[config.mk]
export PLATFORM = sky130hd
export DESIGN_NAME = axi_req_arbiter
export DESIGN_NICKNAME = d
export VERILOG_FILES = /design/src/rtl/axi_req_arbiter.sv
export SDC_FILE = /design/constraint.sdc
export NUM_CORES = 1
export LEC_CHECK = 0
export CORE_AREA = 3 3 188 190
export CTS_CLUSTER_SIZE = 25
export DETAILED_ROUTE_END_ITERATION = 12
export DIE_AREA = 0 0 191 193
export PLACE_DENSITY = 0.5
export SYNTH_ARGS = -nofsm -noshare
export SYNTH_HDL_FRONTEND = slang
export SYNTH_SLANG_ARGS = --single-unit
[constraint.sdc]
create_clock -name M_AXI_ACLK -period 2.9 [get_ports M_AXI_ACLK]
set_input_delay 0.58 -clock M_AXI_ACLK [delete_from_list [all_inputs] [get_ports M_AXI_ACLK]]
set_output_delay 0.58 -clock M_AXI_ACLK [all_outputs]
set_load 0.005 [all_outputs]
[src/rtl/axi_req_arbiter.sv]
// Round-robin arbiter sharing one AXI driver request port between NUM_REQ requesters, one txn in flight.
// Latency: u_req_valid -> drv_req_valid 1 cycle, drv_done -> u_resp_valid 1 cycle; backpressure via drv_req_ready only.
module axi_req_arbiter #(
   parameter int NUM_REQ        = 2,
   parameter int AXI_ADDR_WIDTH = 32,
   parameter int AXI_DATA_WIDTH = 64,
   localparam int STRB_W        = AXI_DATA_WIDTH / 8,
   localparam int IDX_W         = (NUM_REQ > 1) ? $clog2(NUM_REQ) : 1
) (
   input  logic                               M_AXI_ACLK,
   input  logic                               M_AXI_ARESET,
   input  logic [NUM_REQ-1:0]                 u_req_valid,
   input  logic [NUM_REQ-1:0]                 u_req_is_write,
   input  logic [NUM_REQ*AXI_ADDR_WIDTH-1:0]  u_req_addr,
   input  logic [NUM_REQ*8-1:0]               u_req_len,
   input  logic [NUM_REQ*3-1:0]               u_req_size,
   input  logic [NUM_REQ*AXI_DATA_WIDTH-1:0]  u_req_wdata,
   input  logic [NUM_REQ*STRB_W-1:0]          u_req_wstrb,
   output logic [NUM_REQ-1:0]                 u_req_ready,
   output logic [NUM_REQ-1:0]                 u_resp_valid,
   output logic [AXI_DATA_WIDTH-1:0]          u_resp_rdata,
   output logic [1:0]                         u_resp_err,
   output logic                               drv_req_valid,
   output logic                               drv_req_is_write,
   output logic [AXI_ADDR_WIDTH-1:0]          drv_req_addr,
   output logic [7:0]                         drv_req_len,
   output logic [2:0]                         drv_req_size,
   output logic [AXI_DATA_WIDTH-1:0]          drv_req_wdata,
   output logic [STRB_W-1:0]                  drv_req_wstrb,
   input  logic                               drv_req_ready,
   input  logic                               drv_done,
   input  logic [AXI_DATA_WIDTH-1:0]          drv_rdata,
   input  logic [1:0]                         drv_resp,
   output logic                               busy,
   output logic [IDX_W-1:0]                   grant_idx
);

   localparam int CW = IDX_W + 1;

   localparam logic [1:0] ST_IDLE  = 2'd0;
   localparam logic [1:0] ST_ISSUE = 2'd1;
   localparam logic [1:0] ST_WAIT  = 2'd2;

   logic [1:0]                r_state;
   logic [IDX_W-1:0]          r_rr_ptr;
   logic [IDX_W-1:0]          r_grant_idx;
   logic                      r_wr;
   logic [AXI_ADDR_WIDTH-1:0] r_addr;
   logic [7:0]                r_len;
   logic [2:0]                r_size;
   logic [AXI_DATA_WIDTH-1:0] r_wdata;
   logic [STRB_W-1:0]         r_wstrb;
   logic [NUM_REQ-1:0]        r_resp_vld;
   logic [AXI_DATA_WIDTH-1:0] r_resp_rdata;
   logic [1:0]                r_resp_err;

   logic                      w_gnt_vld;
   logic [IDX_W-1:0]          w_gnt_idx;
   logic [NUM_REQ-1:0]        w_gnt_oh;
   logic [NUM_REQ-1:0]        w_done_oh;
   logic                      w_sel_wr;
   logic [AXI_ADDR_WIDTH-1:0] w_sel_addr;
   logic [7:0]                w_sel_len;
   logic [2:0]                w_sel_size;
   logic [AXI_DATA_WIDTH-1:0] w_sel_wdata;
   logic [STRB_W-1:0]         w_sel_wstrb;

   // Modulo-NUM_REQ add; the wide sum avoids power-of-two wrap for odd requester counts.
   function automatic logic [IDX_W-1:0] f_wrap(input logic [IDX_W-1:0] base, input int off);
      logic [CW-1:0] s;
      s = {1'b0, base} + CW'(off);
      if (s >= CW'(NUM_REQ)) begin
         s = s - CW'(NUM_REQ);
      end
      return s[IDX_W-1:0];
   endfunction

   // Descending scan so the lowest offset from rr_ptr is the last writer and wins.
   always_comb begin
      w_gnt_vld = 1'b0;
      w_gnt_idx = '0;
      for (int k = NUM_REQ - 1; k >= 0; k--) begin
         if (u_req_valid[f_wrap(r_rr_ptr, k)]) begin
            w_gnt_vld = 1'b1;
            w_gnt_idx = f_wrap(r_rr_ptr, k);
         end
      end
   end

   always_comb begin
      w_gnt_oh    = '0;
      w_done_oh   = '0;
      w_sel_wr    = 1'b0;
      w_sel_addr  = '0;
      w_sel_len   = '0;
      w_sel_size  = '0;
      w_sel_wdata = '0;
      w_sel_wstrb = '0;
      for (int i = 0; i < NUM_REQ; i++) begin
         w_done_oh[i] = (r_grant_idx == IDX_W'(i));
         if (w_gnt_idx == IDX_W'(i)) begin
            w_gnt_oh[i] = 1'b1;
            w_sel_wr    = u_req_is_write[i];
            w_sel_addr  = u_req_addr[i*AXI_ADDR_WIDTH +: AXI_ADDR_WIDTH];
            w_sel_len   = u_req_len[i*8 +: 8];
            w_sel_size  = u_req_size[i*3 +: 3];
            w_sel_wdata = u_req_wdata[i*AXI_DATA_WIDTH +: AXI_DATA_WIDTH];
            w_sel_wstrb = u_req_wstrb[i*STRB_W +: STRB_W];
         end
      end
   end

   always_ff @(posedge M_AXI_ACLK) begin
      if (M_AXI_ARESET) begin
         r_state      <= ST_IDLE;
         r_rr_ptr     <= '0;
         r_grant_idx  <= '0;
         r_wr         <= 1'b0;
         r_addr       <= '0;
         r_len        <= '0;
         r_size       <= '0;
         r_wdata      <= '0;
         r_wstrb      <= '0;
         r_resp_vld   <= '0;
         r_resp_rdata <= '0;
         r_resp_err   <= '0;
      end else begin
         r_resp_vld <= '0;
         case (r_state)
            ST_IDLE: begin
               if (w_gnt_vld) begin
                  r_grant_idx <= w_gnt_idx;
                  r_wr        <= w_sel_wr;
                  r_addr      <= w_sel_addr;
                  r_len       <= w_sel_len;
                  r_size      <= w_sel_size;
                  r_wdata     <= w_sel_wdata;
                  r_wstrb     <= w_sel_wstrb;
                  r_state     <= ST_ISSUE;
               end
            end
            ST_ISSUE: begin
               if (drv_req_ready) begin
                  r_state <= ST_WAIT;
               end
            end
            ST_WAIT: begin
               if (drv_done) begin
                  r_resp_vld   <= w_done_oh;
                  r_resp_rdata <= drv_rdata;
                  r_resp_err   <= drv_resp;
                  r_rr_ptr     <= f_wrap(r_grant_idx, 1);
                  r_state      <= ST_IDLE;
               end
            end
            default: r_state <= ST_IDLE;
         endcase
      end
   end

   assign u_req_ready      = (r_state == ST_IDLE && w_gnt_vld && !M_AXI_ARESET) ? w_gnt_oh : '0;
   assign u_resp_valid     = r_resp_vld;
   assign u_resp_rdata     = r_resp_rdata;
   assign u_resp_err       = r_resp_err;
   assign drv_req_valid    = (r_state == ST_ISSUE);
   assign drv_req_is_write = r_wr;
   assign drv_req_addr     = r_addr;
   assign drv_req_len      = r_len;
   assign drv_req_size     = r_size;
   assign drv_req_wdata    = r_wdata;
   assign drv_req_wstrb    = r_wstrb;
   assign busy             = (r_state != ST_IDLE);
   assign grant_idx        = r_grant_idx;

endmodule

======== After elaboration in Yosys (flattened, before gate mapping) ========
Cells that the tools add are included.
cells by class
  equality and inequality tests ........... 5
  add/subtract/negate cells ............... 5
  shifts and indexed selects .............. 0
  div/mod/pow operators ................... 0
  reduce and logical (&&, ||, !) cells .... 9
  bitwise gates (word level) .............. 3
  multipliers ............................. 0
  magnitude comparators ................... 5
  multiplexer cells ....................... 24
operator list
  operator               count
  $mux W64               1
  $mux W32               1
  $mux W8                2
  $mux W1                14
  $mux W2                4
  $pmux W2 S3            1
  $add A1 B1 Y2 const B  2
  $ge A2 B2 Y1 const B   2
  $lt A1 B2 Y1 const B   2
  $ne A2 B2 Y1 const B   2
  $reduce_and A2 Y1      2
  $mux W3                1
  $not A1 Y1             3
  $reduce_and A3 Y1      1
  $reduce_or A3 Y1       1
  $sub A1 B1 Y1 const B  3
  $eq A2 B1 Y1 const B   1
  $eq A2 B2 Y1 const B   1
  $ge A1 B2 Y1 const B   1
  $logic_and A1 B1 Y1    2
  $logic_not A2 Y1       1
  $ne A2 B1 Y1 const B   1
  $reduce_bool A2 Y1     1
  $logic_not A1 Y1       1
storage, ports and cells
  bits in writable memories ............... 0
  input bits .............................. 304
  bits in registers ....................... 188
  output and inout bits ................... 189
  memories ................................ 0
  word-level logic and storage cells ...... 63
  memory bits (read-only) ................. 0
  bits in latches ......................... 0

======== Longest topological paths before layout ========
Gate-level depths: netlist of the first run.
  word-level depth ........................ 10
  gate-level depth with buffers ........... 7
  mapped depth without buffers ............ 3

======== Least setup slack after synthesis of the first run ========
No wires, ideal clock.
  path type ............................... input -> output
  from .................................... in M_AXI_ARESET
  to ...................................... out u_req_ready[1]
  data required time ...................... 2.320 ns
  stages .................................. 6
  path slack .............................. 0.483 ns
  arrival ................................. 1.837 ns
  buffers on the path ..................... 4
  path through ............................ buf_2 > or3_1 > buf_2 > buf_2 > buf_1 > nor3b_1
between the ends
  longest elaborated chain between the ends .. 3
ends and longest elaborated chain
  what                 RTL line  RTL
  from (decl)          11        input logic M_AXI_ARESET,
  $logic_not A1 Y1     161       assign u_req_ready = (r_state == ST_IDLE && w_gnt_vld && !M_AXI_ARESET) ? w_gnt_oh : '0;
  $logic_and A1 B1 Y1  161
  $mux W2              161
  to (decl)            19        output logic [NUM_REQ-1:0] u_req_ready,
No other way between the ends.

======== Worst setup path in the final report of the first run ========
  from .................................... in u_req_valid[0]
  to ...................................... out u_req_ready[0]
between the ends
  longest elaborated chain between the ends .. 7
  elaborated cells between the ends (all ways) .. 12
  classes of those cells .................. mux (10); reduce/logical (2)
ends and longest elaborated chain
  what                                         RTL line  RTL
  from (decl)                                  12        input logic [NUM_REQ-1:0] u_req_valid,
  $mux W1 (not written as such) (2 in series)  83        if (u_req_valid[f_wrap(r_rr_ptr, k)]) begin
  $mux W1 (2 in series)                        83
  $logic_and A1 B1 Y1 (2 in series)            161
  $mux W2 (*)                                  161
Every way passes the cells marked *; elsewhere a longest branch is shown, timed or not. The select of a mux whose other input is x is not followed.

==> summary.txt, run 1 <==
Clock power frac: 0.383
Sink Count: 188
Final Hold Vio Count: 0
Ys Warns: 0
FF-to-FF path depth: 4
crit end category: output port
area share of the largest cell type after synthesis: 0.5182
Via density: 4.629
Core Box Area: 33620 µm²
Worst Skew: 10.74 ps
achievable clock frequency: 367.7 MHz
gr ovfl total: 0
largest net degree at the start of global routing: 117
First DRT Iteration DRCs: 359
first-pass GRT wire length: 49060 µm
Setup TNS Final: 0 ps
Die X: 191 µm
Clock Path Buffers: 2
total track usage: 0.1736
Worst setup startpoint: u_req_valid[0]
outcome: finished, final reports clean
Core Rows: 67
Hold Crit Depth: 2
Yosys reg bits: 188
Pwr Density: 514.4 nW/µm²
die area: 36860 µm²
Slew @ Worst Pin: 848.5 ps
Netlist Area Pre-Place: 7263 µm²
initial core utilization: 0.2161
later-pin clock latency in the skew report: 450 ps
switch share: 0.2541
worst hold start: u_resp_rdata[11]$_SDFFE_PP0P_
CTS clk-pin slew, worst paths: 70 ps
Remaining DRCs: 0
final std cells w/o fill: 1746
post-synthesis net count: 1148
Max IR drop VDD: 0.0004068 V
final slew viol count: 0
kind of critical path: in -> out
detailed-route via count: 8083
Setup-failing EPs final: 0
max cap viols: 0
Max FO, Critical Path: 3
fin crit share: 0.9378
crit path DAT: 2140 ps
total wire length: 34540 µm
Startpoint Class: input port
Flop pwr share: 0.419
GPL Wtd Cong: 0.7396
area grow syn2layout: 82.48%
Hold WC Path Type: reg -> reg
Avg WL per Cell: 19.78 µm
dominant cell type by area after synthesis: dfxtp_1
Leak Pwr: 4.718 nW
share of cells above drive strength 1: 0.04244
total iterations of the first detailed-routing run: 4
initial antenna violation count: 1
clock root cell: clkbuf_16
register area share after synthesis: 0.5182
Die H: 193 µm
RSZ-0062 raised after global routing: false
min Tclk post-route: 2720 ps
TritonCTS clock tree: done
ANT nets after route: 0
Worst slew margin: 0.4343
number of global-route vias before repair: 7808
P_int: 0.005086 W
H-Tree Depth: 4
# IOs: 493
Logic pwr share: 0.198
DP HPWL: 23600 µm
placed cells: 1709
top cells by area, synth: dfxtp_1 (52%), a221o_1 (16%), nand2_1 (13%)
# nets final: 1587
cells after synthesis: 844
filler cell count: 3381
CP required: 2320 ps
synth unique cells: 21
reg2reg start: r_state[0]$_SDFFE_PP0P_
CTS buffer count: 17
Avg Synthesized Cell Area: 8.606 µm²
NetSw: 0.001732 W
buffers added on ports: 492
[synth_stat cells]
cell type	instances
a2111oi_0	1
a211oi_4	1
a21o_1	1
a21oi_1	69
a221o_1	116
and3b_1	2
buf_1	5
buf_2	13
buf_4	1
clkbuf_1	67
dfxtp_1	188
inv_1	2
nand2_1	249
nand2b_1	1
nand3b_1	1
nor2_1	4
nor2b_1	2
nor3_1	117
nor3b_1	2
or2_2	1
or3_1	1
[repair_timing]
| action | 4_1_cts | 5_1_grt |
|---|---|---|
| setup buffers | 0 | 3 |
| gates cloned | 0 | 0 |
| gates resized for setup | 1 | 0 |
| endpoints found under the setup margin | 1 | 2 |
| pin swaps | 0 | 1 |
| hold buffers | 0 | 0 |
[registers in the layout, summed over array words and instances (netlist names)]
name,flops
r_rr_ptr,1
drv_req_wdata,64
drv_req_is_write,1
r_state,2
drv_req_wstrb,8
drv_req_addr,32
u_resp_err,2
grant_idx,1
u_resp_rdata,64
drv_req_size,3
u_resp_valid,2
drv_req_len,8
[placed cells by master, fill, tap and decap left out, types with 2 or more instances in the layout]
cell,netlist,layout
inv_1,2,2
clkinv_4,0,2
dfxtp_1,188,188
diode_2,0,2
buf_4,1,9
inv_6,0,2
clkbuf_8,0,2
nor2_1,4,4
a221o_1,116,116
bufinv_16,0,4
nor3_1,117,117
a21oi_1,69,68
clkdlybuf4s50_1,0,490
nand2_1,249,249
clkinvlp_4,0,3
clkinv_2,0,2
clkbuf_16,0,17
buf_12,0,6
[stage by stage]
step                      setup WS [ps]  hold slack [ps]  utilization  area (µm²)  power [W]
after floorplan                   482.9            452.7            -        7263   0.003323
after global placement            130.9            440.6       0.3743       12580   0.004263
after detailed placement          109.6            445.5       0.3743       12580   0.004268
after CTS                         39.48            455.8       0.3935       13230   0.006934
after global routing              53.61            471.9       0.3941       13250   0.007111
final                             180.4            451.7       0.3943       13250   0.006818
[power groups by stage]
stage,registers (W),logic [W],clock network (W)
detailed placement,0.00291,0.00136,0
global route,0.00288,0.00144,0.00279
CTS,0.00286,0.00136,0.00271
finish,0.00286,0.00135,0.00261
global placement,0.00291,0.00135,0
floorplan,0.00292,0.000405,0
[path summary, 6_finish.rpt]
check             slack, ps                       endpoint
hold reg to reg         450  u_resp_rdata[11]$_SDFFE_PP0P_
setup / recovery        180                 u_req_ready[0]
setup reg to reg        840    drv_req_len[2]$_SDFFE_PP0P_
hold / removal          450  u_resp_rdata[11]$_SDFFE_PP0P_
[routing by layer]
metal / track usage / part of all wire / up-vias
met1: 0.2028 / 0.39 / 3796
met5: 0 / 0.00049 / -
met4: 0.05701 / 0.016 / 2
li1: - / - / 3914
met2: 0.2929 / 0.49 / 341
met3: 0.06816 / 0.098 / 30
[worst max-delay path, cell delays in order]
cell and delay (ps):
clkdlybuf4s50_1 570, inv_1 100, a211oi_4 290, clkdlybuf4s50_1 600
[cell type report]
cell class / instances / area (µm²) / area share
Clock buffer: 19 / 452.9 / 0.03417
Clock inverter: 13 / 187.7 / 0.01416
Tap cell: 448 / 560.5 / 0.04229
Timing Repair Buffer: 506 / 5097 / 0.3846
Antenna cell: 2 / 5.005 / 0.0003776
Sequential cell: 188 / 3764 / 0.2840
Multi-Input combinational cell: 568 / 3179 / 0.2399
Inverter: 2 / 7.507 / 0.0005664
[cell families after synthesis]
family / share of synthesized area
AOI/OAI and AO/OA: 0.2124
DFF: 0.5182
buffers and inverters: 0.04823
and+or+nand+nor: 0.2212
No activity file was read; power rests on OpenSTA's default activity.
==> inputs of run 2 (changes only) <==
- CORE_AREA: 3 3 188 190 -> 3 3 190 192
- DIE_AREA: 0 0 191 193 -> 0 0 193 195
- PLACE_DENSITY: 0.5 -> 0.51
- SETUP_SLACK_MARGIN: not set -> 0.4
- TNS_END_PERCENT: not set -> 50
- clock period: 2.9 -> 2.2 ns (I/O delays scaled with it)
==> summary.txt, run 2 (synthesis gave the netlist of run 1 again) <==
Avg WL per Cell: 20.69 µm (+4.6%)
largest net degree at the start of global routing: 73 (-38%)
crit path DAT: 1660 ps (-480 ps)
switch share: 0.2637 (+0.009614)
detailed-route via count: 8221 (+1.7%)
CTS buffer count: 17 (unchanged)
Core Box Area: 34540 µm² (+2.8%)
achievable clock frequency: 476.3 MHz
Worst Hold Path EP: u_resp_rdata[56]$_SDFFE_PP0P_
Max FO, Critical Path: 3 (unchanged)
number of global-route vias before repair: 8063 (+3.3%)
reg-to-reg setup timing slack: 440 ps (-400 ps)
Die X: 193 µm (+1.0%)
Startpoint Class: flop
Final Hold Vio Count: 0 (unchanged)
CP required: 1760 ps (-560 ps)
final slew viol count: 0 (unchanged)
H-Tree Depth: 4 (unchanged)
total wire length: 37000 µm (+7.1%)
First DRT Iteration DRCs: 497 (+38%)
fin crit share: 0.9543
initial core utilization: 0.2103 (-0.005799)
CTS clk-pin slew, worst paths: 60 ps (about the same)
placed cells: 1732 (+1.3%)
buffers added on ports: 492 (unchanged)
Die H: 195 µm (+1.0%)
hold_ws: 452.1 ps (+0.3450 ps)
FF-to-FF path depth: 7 (+3)
Worst slew margin: 0.4344 (about the same)
ANT nets after route: 0 (unchanged)
RSZ-0062 raised after global routing: true
Sink Count: 188 (unchanged)
Hold Crit Depth: 2 (unchanged)
area grow syn2layout: 94.30%
final std cells w/o fill: 1788 (+2.4%)
Max IR drop VDD: 0.0005835 V (+43%)
NetSw: 0.002366 W (+37%)
Hold WC Path Type: reg -> reg
worst hold start: u_resp_rdata[56]$_SDFFE_PP0P_
kind of critical path: reg -> out
Clock Path Buffers: 2 (unchanged)
initial antenna violation count: 5 (+4)
first-pass GRT wire length: 51250 µm (+4.5%)
Slew @ Worst Pin: 848.5 ps (-0.03296 ps)
clock root cell: clkbuf_16
Flop pwr share: 0.421 (+0.002)
P_int: 0.006607 W (+30%)
gr ovfl total: 0 (unchanged)
total track usage: 0.1798 (+0.006225)
Worst setup startpoint: r_state[1]$_SDFFE_PP0P_
Setup-failing EPs final: 0 (unchanged)
Worst R2R End: drv_req_wdata[18]$_SDFFE_PP0P_
TritonCTS clock tree: done
Remaining DRCs: 0 (unchanged)
DP HPWL: 24660 µm (+4.5%)
outcome: finished, final reports clean
min Tclk post-route: 2099 ps
Pwr Density: 635.8 nW/µm² (+24%)
most frequent cells in the layout: clkdlybuf4s50_1 (437), nand2_1 (249), dfxtp_1 (182)
# nets final: 1621 (+2.1%)
GPL Wtd Cong: 0.8320 (+12%)
Logic pwr share: 0.225 (+0.027)
reg2reg start: r_state[1]$_SDFFE_PP0P_
die area: 37640 µm² (+2.1%)
filler cell count: 3418 (+1.1%)
most common cell after layout, fill and taps aside: clkdlybuf4s50_1
Worst Skew: 14.09 ps (+3.352 ps)
Leak Pwr: 5.860 nW (+24%)
share of cells above drive strength 1: 0.08126 (+0.03883)
# IOs: 493 (unchanged)
Tot Pwr: 0.008972 W (+32%)
crit end category: output port
max cap viols: 0 (unchanged)
Clock power frac: 0.354 (-0.029)
Via density: 4.598 (-0.68%)
total iterations of the first detailed-routing run: 7 (+3)
later-pin clock latency in the skew report: 450 ps (about the same)
Core Rows: 68 (+1.5%)
==> run 2: cell types whose count changed in the layout (fill, tap and decap cells not counted), moves of 3 or more <==
cell	before	now
dfxtp_2	0	6
clkdlybuf4s50_1	490	437
buf_4	9	15
buf_12	6	18
nor3_1	117	106
dfxtp_1	188	182
buf_6	0	3
nor3_2	0	10
clkbuf_16	17	24
buf_16	0	6
dlymetal6s2s_1	0	49
==> run 2: what timing repair did <==
item	in CTS	in global routing
hold buffers	0	0
resized for setup	27	77
gates cloned	5	8
setup endpoints to repair	159	173
pin swaps	3	7
buffers inserted	8	0
hold endpoints to repair	0	0
==> run 2: critical path: stages (launching register included) <==
cell	delay, ps
dfxtp_2	320
or3_4	420
buf_12	140
nor3b_4	190
buf_6	150
==> run 2: how the worst max path moves through the flow <==
stage | slack, ps | to | depth (start not counted)
after global routing | 0.7 | u_req_ready[1] | 4
after detailed placement | -290 | drv_req_wdata[49]$_SDFFE_PP0P_ | 6
final | 100 | u_req_ready[1] | 4
after CTS | 40 | u_req_ready[1] | 4
after global placement | -300 | drv_req_wdata[55]$_SDFFE_PP0P_ | 6
after floorplan | 270 | u_req_ready[1] | 6
==> run 2: layout make-up <==
class                           instances  area (µm²)  share of cell area
Sequential cell                       188        3771              0.2672
Timing Repair Buffer                  540        5919              0.4195
Clock buffer                           19       442.9             0.03139
Tap cell                              455       569.3             0.04034
Antenna cell                            4       10.01           0.0007093
Inverter                                2       7.507           0.0005320
Clock inverter                         12       137.6            0.009753
Multi-Input combinational cell        568        3254              0.2306
==> run 2: per-stage QoR <==
stage               setup slack, ps  TNS (ps)  instance area [µm²]  utilization
floorplan                     265.1         0                 7313            -
global placement             -295.7    -25510                12820       0.3711
detailed placement           -293.5    -24220                12820       0.3711
CTS                           43.47         0                13690       0.3964
global route                 0.6795         0                14110       0.4085
finish                        100.6         0                14110       0.4085
==> run 2: routing by layer <==
metal	track usage	vias up	wire length, µm	share of wire
met1	0.2158	3882	15270	0.41
met5	0	-	20	0.00054
li1	-	3994	-	-
met2	0.3105	326	18220	0.49
met4	0.04233	2	337	0.0091
met3	0.05961	17	3156	0.085
==> run 2: power groups by stage <==
| stage | logic [W] | registers (W) | clock network (W) |
|---|---|---|---|
| final | 0.00202 | 0.00378 | 0.00317 |
| after global routing | 0.00215 | 0.00380 | 0.00338 |
| after CTS | 0.00197 | 0.00378 | 0.00328 |
| after detailed placement | 0.00186 | 0.00384 | 0 |
| after global placement | 0.00185 | 0.00385 | 0 |
| after floorplan | 0.000548 | 0.00385 | 0 |
==> inputs of run 3 (changes only) <==
- CAP_MARGIN: not set -> 20
- CTS_CLUSTER_DIAMETER: not set -> 80
==> results of run 3 <==
Final layout, timing and power as in run 2 (identical DEF).
